===== src/rtl/model_arbiter.sv =====
// Round-robin arbiter sharing one combinational `model` datapath among NREQ requesters.
// The granted operand is held for SETTLE cycles, then model_out is captured and returned.
module model_arbiter #(
  parameter int unsigned NREQ   = 4,
  parameter int unsigned WIDTH  = 8,
  parameter int unsigned SETTLE = 2
) (
  input  logic                    clk,
  input  logic                    rst_n,
  input  logic [NREQ-1:0]         req,
  input  logic [NREQ*WIDTH-1:0]   req_data,
  output logic [NREQ-1:0]         gnt,
  output logic [NREQ-1:0]         done,
  output logic [WIDTH-1:0]        result,
  output logic                    busy,
  output logic [WIDTH-1:0]        model_in,
  input  logic [WIDTH-1:0]        model_out
);

  localparam int unsigned IW = (NREQ > 1) ? $clog2(NREQ) : 1;

  typedef enum logic {StIdle, StWait} state_e;

  state_e          state_q;
  logic [IW-1:0]   ptr_q;
  logic [IW-1:0]   win_q;
  logic [3:0]      cnt_q;
  logic [IW-1:0]   win;
  logic [NREQ-1:0] win_oh;

  // First set request at or above ptr, wrapping; descending scan so the lowest offset wins.
  always_comb begin
    win = '0;
    for (int k = int'(NREQ) - 1; k >= 0; k--) begin
      if (req[(int'(ptr_q) + k) % int'(NREQ)]) begin
        win = IW'((int'(ptr_q) + k) % int'(NREQ));
      end
    end
  end

  always_comb begin
    win_oh = '0;
    win_oh[win] = 1'b1;
  end

  always_ff @(posedge clk or negedge rst_n) begin
    if (!rst_n) begin
      state_q  <= StIdle;
      ptr_q    <= '0;
      win_q    <= '0;
      cnt_q    <= '0;
      gnt      <= '0;
      done     <= '0;
      result   <= '0;
      busy     <= 1'b0;
      model_in <= '0;
    end else begin
      done <= '0;
      unique case (state_q)
        StIdle: begin
          if (|req) begin
            gnt      <= win_oh;
            win_q    <= win;
            model_in <= req_data[int'(win)*WIDTH +: WIDTH];
            cnt_q    <= 4'(SETTLE);
            busy     <= 1'b1;
            state_q  <= StWait;
          end
        end
        StWait: begin
          cnt_q <= cnt_q - 4'd1;
          if (cnt_q == 4'd1) begin
            result  <= model_out;
            done    <= gnt;
            gnt     <= '0;
            busy    <= 1'b0;
            ptr_q   <= (win_q == IW'(NREQ - 1)) ? '0 : win_q + IW'(1);
            state_q <= StIdle;
          end
        end
        default: state_q <= StIdle;
      endcase
    end
  end

endmodule


===== config.mk =====
export PLATFORM = sky130hd
export DESIGN_NAME = model_arbiter
export DESIGN_NICKNAME = d
export VERILOG_FILES = /design/src/rtl/model_arbiter.sv
export SDC_FILE = /design/constraint.sdc
export NUM_CORES = 1
export LEC_CHECK = 0
export CAP_MARGIN = 20
export CORE_MARGIN = 1.5
export CORE_UTILIZATION = 39
export DETAILED_ROUTE_END_ITERATION = 12
export PLACE_DENSITY = 0.77
export SYNTH_ARGS = -nofsm -noshare
export SYNTH_HDL_FRONTEND = slang
export SYNTH_SLANG_ARGS = --single-unit

===== constraint.sdc =====
create_clock -name clk -period 1.4 [get_ports clk]
set_input_delay 0.28 -clock clk [delete_from_list [all_inputs] [get_ports clk]]
set_output_delay 0.28 -clock clk [all_outputs]
set_load 0.02 [all_outputs]

==> reports/metrics.yaml <==
worst_setup_path:
  path_max_fanout: 5
  path_class: "reg -> reg"
  cp.required_ns: 1.58
  worstPathCellList: "mux2_4 -> nor2b_4 -> o21ai_0 -> and3_4 -> a211oi_2"
  end_kind: "flip-flop"
  crit_buf_inv: 0
  start_kind: "flip-flop"
  cp_slowest_cell: "dfrtp_2"
  cp_top_family: "flip-flops"
  max_stage_delay_ns: 0.45
  cp.arrival_ns: 1.68
synthesis:
  ys_top_cells_by_area: "dfrtp_1 49%, nand2_1 9.1%, a211oi_2 5.8%"
  ys_types: 36
  syn_area_per_cell_um2: 9.56
  synth_top_area_share: 0.492
  ys.flop_type: "dfrtp_1"
  synth_nets: 230
  synth_edf_count: 0
  yosysSeqAreaShare: 0.492
  synth_area_leader_cell: "dfrtp_1"
  synthCells: 181
  ys_async_sr_fraction: 1.00
  synth_area_um2: 1730
  synth_seq_cells: 34
  yosysWarnings: 0
clock_tree:
  htreeDepth: 2
  path_clk_slew_ns: 0.08
  clk_latency_ns: 0.29
  clkSinkCount: 34
  clockBufferDepth: 2
  cts_made_buffers: 5
  cts_tree: "yes"
  cts_root_buf: "clkbuf_8"
power_and_ir_drop:
  pwr-share-seq: 0.301
  totalPowerFinal_w: 0.00563
  internal_power_w: 0.00346
  power_density_nw_per_um2: 1950
  power.share.combinational: 0.500
  switching_share: 0.386
  p_clk_frac: 0.199
  ir_drop_mv: 1.10
  switchingPower_w: 0.00218
  p_leak_nw: 1.38
route:
  vias: 1726
  route.detailed.wl_per_inst_um: 15.2
  post_drt_via_cell_ratio: 5.25
  drt_pass1_iterations: 4
  ant_nets: 0
  drc: 0
  wirelength_um: 5000
  first_iter_violations: 128
floorplanning:
  num_rows: 24
  dieHeight_um: 69.6
  ios: 71
  dieWidth_um: 69.6
  floorplan.initialDensity: 0.400
  dieArea_um2: 4850
  coreArea_um2: 4320
sta:
  finalSetupViolCount: 10
  slew_violations: 0
  period_share: 1.07
  setup_ws_ns: -0.101
  slew_headroom: 0.819
  min_period_ns: 1.50
  hold_viol_final: 0
  skew_ns: 0.0124
  worst_pin_slew_ns: 0.271
  fmax_ghz: 0.666
  rsz0062_at_grt: "true"
placement:
  place_area_um2: 2670
  placed_cells: 316
  hpwlAfterDp_um: 3390
  gp_congestion: 0.815
  io_buffer_count: 70
hold_path:
  hold_class: "in -> async"
global_route:
  track_usage: 0.214
  grt_pass1_vias: 1750
  grt-ovfl-total: 0
  grt_max_degree: 35
  grt_first_pass_wirelength_um: 8160
  antenna_found_initial: 0
cells_and_area:
  diodes: 0
  layout-drive-gt1-share: 0.245
  instances_no_fill: 329
  syn_to_final_growth_pct: 67.0
  final_nets: 325
  design_area_um2: 2890
outcome:
  status: "finished with violations"
  violations: "setup timing"
job:
  cap_violations: 0
==> power by group through the flow <==
stage | Clock [W] | Sequential [W] | Combinational (W)
5_1_grt | 0.00118 | 0.00175 | 0.00305
3_3_place_gp | 0 | 0.00169 | 0.00271
6_report | 0.00112 | 0.00170 | 0.00282
2_1_floorplan | 0 | 0.00202 | 0.00125
4_1_cts | 0.00113 | 0.00169 | 0.00278
3_5_place_dp | 0 | 0.00171 | 0.00279
==> worst register-to-register path, cell delays in order, from the launching register on <==
cell      delay, ns
dfrtp_2        0.45
mux2_4         0.35
nor2b_4        0.16
o21ai_0        0.19
and3_4         0.21
a211oi_2       0.04
==> synth_stat cells, drive strengths merged (2+ instances only) <==
master,instances
clkbuf,3
nor2,12
nand2b,2
inv,4
dfrtp,34
ha,3
a21oi,9
nand2,42
nand3,12
and3,9
nor2b,3
a32o,2
xor2,2
a211oi,8
mux2,2
o21ai,11
buf,6
a22o,2
and2,5
==> metal layers <==
layer	global-route usage	wire (um)
met5	0	0
met4	0.0897	120
met3	0.0465	252
met2	0.335	2500
met1	0.290	2130
==> area by class of cell <==
class                      instances  area [um^2]
sequential                        34          852
clock buffer                       6         82.6
fill                             352         1430
tap                               52         65.1
inverter                           4         15.0
clock inverter                     2         60.1
multi-input combinational        136          920
timing repair buffer              95          896
==> logic make-up after synthesis <==
group	synth area share
adder cells (fa/ha/maj)	0.0217
multiplexers	0.0152
AO/OA/AOI/OAI	0.174
AND/OR/NAND/NOR	0.249
XOR/XNOR	0.0101
buffers and inverters	0.0376
flip-flops	0.492
==> what timing repair did <==
item,in CTS,in global routing
gates resized for setup,43,6
cloned,2,0
setup endpoints to repair,38,13
buffers inserted,3,0
pin swaps,8,3
endpoints found under the hold margin,0,0
hold buffers,0,0
==> cell usage in the layout, fill, tap and decap left out, drive strengths merged, types with 2 or more instances in the layout <==
master / synthesis / layout
a21oi: 9 / 9
nor2b: 3 / 4
a22o: 2 / 2
and3: 9 / 9
o21ai: 11 / 11
mux2: 2 / 2
a32o: 2 / 2
nand2: 42 / 42
and2: 5 / 5
clkdlybuf4s50: 0 / 41
nor2: 12 / 13
nand3: 12 / 12
ha: 3 / 3
buf: 6 / 25
bufinv: 0 / 2
nand2b: 2 / 2
inv: 4 / 4
xor2: 2 / 2
clkbuf: 3 / 6
dfrtp: 34 / 34
dlygate4sd2: 0 / 29
a211oi: 8 / 8
==> stage by stage <==
step / worst slack, ns / util / setup TNS, ns / hold WS [ns]
after detailed placement: -0.538 / 0.618 / -8.01 / 0.462
after CTS: -0.0988 / 0.663 / -0.738 / 0.363
after global routing: -0.177 / 0.668 / -1.53 / 0.392
after global placement: -0.517 / 0.618 / -7.60 / 0.457
final: -0.101 / 0.668 / -0.821 / 0.359
after floorplan: -0.0669 / - / -0.600 / -0.0156
==> state kept, by name (all words and copies together) (netlist names) <==
name,count
state_q,1
gnt,4
cnt_q,4
done,4
win_q,2
busy,1
ptr_q,2
model_in,8
result,8
==> final timing paths <==
check                                from           to  slack (ns)  cells past startpoint
worst max-delay path             ptr_q[1]  model_in[0]       -0.10                      5
worst min-delay path                rst_n    result[6]        0.36                      2
worst max register to register   ptr_q[1]  model_in[0]       -0.10                      5
worst min register to register  result[4]    result[4]        0.47                      2
max in group asynchronous           rst_n     ptr_q[1]        0.84                      2
min in group clk                result[4]    result[4]        0.47                      2
No activity file was read; power rests on OpenSTA's default activity.
